<file path="config.mk">
export PLATFORM = sky130hd
export DESIGN_NAME = fetch_queue_stage
export DESIGN_NICKNAME = d
export VERILOG_FILES = /design/src/rtl/fetch_queue_stage.sv
export SDC_FILE = /design/constraint.sdc
export NUM_CORES = 1
export LEC_CHECK = 0
export BUFFER_PORTS_ARGS = -buffer_cell sky130_fd_sc_hd__buf_2
export CORE_MARGIN = 3
export CORE_UTILIZATION = 49
export CTS_CLUSTER_DIAMETER = 100
export DETAILED_ROUTE_END_ITERATION = 16
export GPL_TIMING_DRIVEN = 0
export PLACE_DENSITY = 0.77
export REMOVE_ABC_BUFFERS = 1
export SLEW_MARGIN = 0
export SYNTH_ARGS = -nofsm -noshare
export SYNTH_HDL_FRONTEND = slang
export SYNTH_SLANG_ARGS = --single-unit
</file>
<file path="constraint.sdc">
create_clock -name clk -period 9.9 [get_ports clk]
set_clock_uncertainty 0.2 [all_clocks]
set_input_delay 2.475 -clock clk [delete_from_list [all_inputs] [get_ports clk]]
set_output_delay 2.475 -clock clk [all_outputs]
set_load 0.02 [all_outputs]
</file>
<file path="src/rtl/fetch_queue_stage.sv">
// Instruction-fetch stage: PC register, combinational imem request and an
// FQ_DEPTH-entry fetch queue feeding ID over a valid/ready handshake.
// Redirects from EX/MEM flush the queue and reload the PC.
// Optional macro FETCH_MISALIGN_CHECK_EN: a misaligned redirect raises a sticky
// fetch_fault_o, loads the raw target and blocks all further fetches.
module fetch_queue_stage #(
  parameter int unsigned     XLEN     = 32,
  parameter int unsigned     FQ_DEPTH = 2,
  parameter int unsigned     PC_STEP  = 4,
  parameter logic [XLEN-1:0] RESET_PC = '0
) (
  input  logic                       clk,
  input  logic                       reset,
  input  logic                       redirect_valid_i,
  input  logic [XLEN-1:0]            redirect_pc_i,
  output logic [XLEN-1:0]            imem_addr_o,
  input  logic [XLEN-1:0]            imem_rdata_i,
  input  logic                       id_ready_i,
  output logic                       id_valid_o,
  output logic [XLEN-1:0]            id_inst_o,
  output logic [XLEN-1:0]            id_pc_o,
  output logic [XLEN-1:0]            id_pc_next_o,
  output logic [$clog2(FQ_DEPTH):0]  fq_count_o,
  output logic                       fetch_fault_o
);

  localparam int unsigned     PtrW    = $clog2(FQ_DEPTH);
  localparam int unsigned     CntW    = PtrW + 1;
  localparam logic [XLEN-1:0] Step    = XLEN'(PC_STEP);
  localparam logic [CntW-1:0] FullCnt = CntW'(FQ_DEPTH);
  localparam logic [XLEN-1:0] LowMask = XLEN'(3);

  logic [XLEN-1:0] pc_q, pc_d;
  logic [PtrW-1:0] rd_ptr_q, rd_ptr_d;
  logic [PtrW-1:0] wr_ptr_q, wr_ptr_d;
  logic [CntW-1:0] count_q, count_d;
  logic            fault;

  logic [XLEN-1:0] inst_mem_q   [FQ_DEPTH];
  logic [XLEN-1:0] pc_mem_q     [FQ_DEPTH];
  logic [XLEN-1:0] pc_next_mem_q[FQ_DEPTH];

  logic            valid;
  logic            pop;
  logic            push;
  logic [XLEN-1:0] pc_plus;
  logic [XLEN-1:0] redirect_target;

`ifdef FETCH_MISALIGN_CHECK_EN
  logic fault_q, fault_d;
  logic misaligned;

  // Misaligned targets are kept raw and poison the stage until reset.
  always_comb begin
    misaligned      = (redirect_pc_i & LowMask) != '0;
    redirect_target = misaligned ? redirect_pc_i : (redirect_pc_i & ~LowMask);
    fault_d         = fault_q | (redirect_valid_i & misaligned);
  end

  // Sticky fault flag.
  always_ff @(posedge clk) begin
    if (reset) fault_q <= 1'b0;
    else       fault_q <= fault_d;
  end

  assign fault = fault_q;
`else
  assign redirect_target = redirect_pc_i & ~LowMask;
  assign fault           = 1'b0;
`endif

  // Handshake decode and next-state for PC, pointers and occupancy.
  always_comb begin
    valid    = count_q != '0;
    pop      = valid & id_ready_i;
    push     = ~redirect_valid_i & ~fault & ((count_q < FullCnt) | pop);
    pc_plus  = pc_q + Step;
    pc_d     = pc_q;
    rd_ptr_d = rd_ptr_q;
    wr_ptr_d = wr_ptr_q;
    count_d  = count_q;
    if (redirect_valid_i) begin
      // Flush wins over any pop in the same cycle.
      pc_d     = redirect_target;
      rd_ptr_d = '0;
      wr_ptr_d = '0;
      count_d  = '0;
    end else begin
      if (push) begin
        pc_d     = pc_plus;
        wr_ptr_d = wr_ptr_q + PtrW'(1);
      end
      if (pop) begin
        rd_ptr_d = rd_ptr_q + PtrW'(1);
      end
      count_d = count_q + CntW'(push) - CntW'(pop);
    end
  end

  // Control state register.
  always_ff @(posedge clk) begin
    if (reset) begin
      pc_q     <= RESET_PC;
      rd_ptr_q <= '0;
      wr_ptr_q <= '0;
      count_q  <= '0;
    end else begin
      pc_q     <= pc_d;
      rd_ptr_q <= rd_ptr_d;
      wr_ptr_q <= wr_ptr_d;
      count_q  <= count_d;
    end
  end

  // Queue storage; contents are masked by occupancy so no reset is needed.
  always_ff @(posedge clk) begin
    if (push) begin
      inst_mem_q[wr_ptr_q]    <= imem_rdata_i;
      pc_mem_q[wr_ptr_q]      <= pc_q;
      pc_next_mem_q[wr_ptr_q] <= pc_plus;
    end
  end

  // Head read from registered storage; zeros when empty.
  always_comb begin
    imem_addr_o   = pc_q;
    id_valid_o    = valid;
    id_inst_o     = '0;
    id_pc_o       = '0;
    id_pc_next_o  = '0;
    fq_count_o    = count_q;
    fetch_fault_o = fault;
    if (valid) begin
      id_inst_o    = inst_mem_q[rd_ptr_q];
      id_pc_o      = pc_mem_q[rd_ptr_q];
      id_pc_next_o = pc_next_mem_q[rd_ptr_q];
    end
  end

endmodule

</file>
==> flow_summary.toml <==
[status]
status = "complete, no violations"

[worst_setup_path]
r2r_setup_slack_ps = 6900
cp_max_fo = 40
start_kind = "register"
r2r-end = "imem_addr_o[30]"
end_kind = "primary output"
worstSetupPathType = "register to primary output"
worstPathArrival_ps = 2080
reg2regPathDepth = 4
worstReg2RegStart = "imem_addr_o[12]"
crit_required_ps = 7230

[power_and_ir_drop]
leakage_nw = 4.213
fin_total_pwr_mw = 2.128
ir_drop_uv = 128.7
pwr_density_cell_mw_per_mm2 = 187.5

[logic_synthesis]
ys_ff_latch = 219
synth-warning-count = 0
synth_top_area_share_pct = 59.05
netlist_area_sq_mm = 0.009358
synth_edf_count = 184
synth.avg_cell_area_sq_um = 13.16
yosys_most_used_dff = "edfxtp_1"
synth_top_area_cell = "edfxtp_1"
async_flop_share_pct = 0
syn_inst = 711
synthTopCellsByArea = "edfxtp_1 (59%), mux2i_1 (9.8%), dfxtp_1 (7.5%), nor2_1 (5.1%), xnor2_1 (2.1%)"
netlist-cell-type-count = 40
ys_seq_area_share_pct = 66.53

[final_layout]
nNetsFinal = 962
syn_to_final_growth_pct = 21.29
final.fill_count = 1423
drive_gt1_share_pct = 27.17
final_area_sq_mm = 0.01135
antennaDiodeCount = 0

[hold_path]
holdPathEnd = "pc_mem_q[1][31]"
holdPathStages = 0
hold_class = "register to register"
min-delay-start = "imem_addr_o[31]"

[clock_tree]
cts_sinks = 219
worstSkewPairLatency_ps = 510
cts_made_buffers = 24
cts_resized = 0
postCtsSetupRepairBufs = 0
tritoncts = "done"
htree_levels = 1
clockRootBuffer = "clkbuf_16"
clk_path_buf_depth = 3
path_clk_slew_ps = 60
hold_buffers = 0

[global_routing]
use_met1_pct = 26.17
grt.total_usage_pct = 19.61
grt_overflow_total = 0
antenna_found_initial = 1
grt_use_met3_pct = 4.365
grtUsageMet2_pct = 32.97
grt_max_degree = 58
gr-max-usage-layer = "met2"
grt_pass1_vias = 6129
grt_pass1_wl_um = 32570

[place]
gp_congestion = 0.7834
hpwl_um = 14100
placed_cell_area_sq_mm = 0.01059
io_buffers = 190

[routing]
avgViaCountPerCell = 5.572
vias = 6341
dr.pass1.iters = 5
drc = 0
wire_per_inst_um = 18.65
routed_wirelength_um = 21220
drt_iter0_drc = 333
ant_nets = 0

[sta]
max_slew.worst_pin.slew_ps = 1073
hold_viol_final = 0
setup-tns-final_ps = 0
finalMaxSlewViolations = 0
setup_violations = 0
whs_ps = 347.6
max_slew_margin_pct = 27.78
fmax_ghz = 0.2102
finalCriticalPeriod_ps = 4758
rsz0062_at_grt = "no"
layout_worst_path_cycle_share_pct = 48.06

[die]
num_rows = 49
start_util_pct = 51.05
die_area_sq_mm = 0.02079
fp.dieH_um = 144.2
io_pins = 200
core_sq_mm = 0.01833
die_w_um = 144.2

[job]
cap_violations = 0
[cell usage in the layout (no fill, tap or decap), types with 11 or more instances in the layout]
cell type,synthesis,final
buf_2,1,191
edfxtp_1,184,184
nor2_1,126,125
mux2i_1,92,92
dfxtp_1,35,34
nand2_1,25,25
clkbuf_16,0,25
xnor2_1,22,22
a311oi_1,20,20
nand3_1,19,19
xor2_1,16,16
nor3_1,16,15
or4_1,13,13
o31ai_1,12,12
nand4_1,11,11
[power by group]
part / switching, mW / internal, mW
Sequential: 0.0333 / 1.06
Clock: 0.342 / 0.511
Combinational: 0.118 / 0.0673
Total: 0.493 / 1.63
[per-stage QoR]
step	std cells	util, %	worst slack (ps)
finish	1138	61.91	5142
global route	1138	61.91	5012
CTS	1138	61.91	5097
detailed placement	1095	57.78	4743
global placement	1080	56.42	-3764
floorplan	661	-	212.0
[cells by family (layout without fill, tap and decap cells)]
logic type / Yosys count / in the layout / share of synthesized area, %
buffers and inverters: 61 / 253 / 3.142
AOI/OAI and AO/OA: 53 / 53 / 4.279
adders and majority gates: 2 / 2 / 0.2674
muxes: 92 / 92 / 9.841
xor gates and xnor gates: 38 / 38 / 3.557
other: 1 / 7 / 0.04007
DFF: 219 / 219 / 66.53
and+or+nand+nor: 245 / 245 / 12.34
[critical path, cell delays in order (launching register included)]
cell and delay [ps]:
dfxtp_1 380, nor2_4 620, buf_12 290, nor2_1 90, buf_2 170
[cells in the mapped netlist, types with 7 or more instances]
cell,number
mux2i_1,92
o21ai_0,7
edfxtp_1,184
a311oi_1,20
xor2_1,16
nor4_1,7
nand4_1,11
nand2_1,25
or4_1,13
xnor2_1,22
a211oi_1,7
clkbuf_1,42
dfxtp_1,35
and3_1,8
nor3_1,16
nor2_1,126
nand3_1,19
o31ai_1,12
buf_4,7
[worst max-delay path by stage]
| stage | start | end | depth (start not counted) |
|---|---|---|---|
| floorplan | id_ready_i | inst_mem_q[0][0] | 2 |
| global placement | id_ready_i | inst_mem_q[0][9] | 3 |
| detailed placement | redirect_valid_i | inst_mem_q[1][1] | 4 |
| CTS | fq_count_o[1] | id_pc_next_o[27] | 4 |
| global route | fq_count_o[1] | id_pc_next_o[21] | 4 |
| finish | fq_count_o[1] | id_pc_next_o[21] | 4 |
[registers in the layout, indices dropped and copies added, names as in the netlist, named ones only]
| signal | cells |
|---|---|
| rd_ptr_q | 1 |
| wr_ptr_q | 1 |
| inst_mem_q | 64 |
| fq_count_o | 2 |
| imem_addr_o | 30 |
| pc_next_mem_q | 60 |
| pc_mem_q | 60 |
[metal layers]
| layer | share of wire (%) | vias up |
|---|---|---|
| met4 | 1.8 | 2 |
| met2 | 48 | 253 |
| met1 | 41 | 3048 |
| met5 | 0.061 | - |
| met3 | 8.8 | 35 |
| li1 | - | 3003 |
[cell type report]
type	instances	area (sq um)	share of cell area (%)
clock inverters	13	112.6	0.9922
multi-input cells	437	2878	25.36
well taps	229	286.5	2.525
clock buffers	30	644.4	5.677
repair buffers	205	1180	10.40
inverters	5	18.77	0.1654
flip-flops and latches	219	6230	54.89
Note: power is estimated with default switching activity, not from simulation.
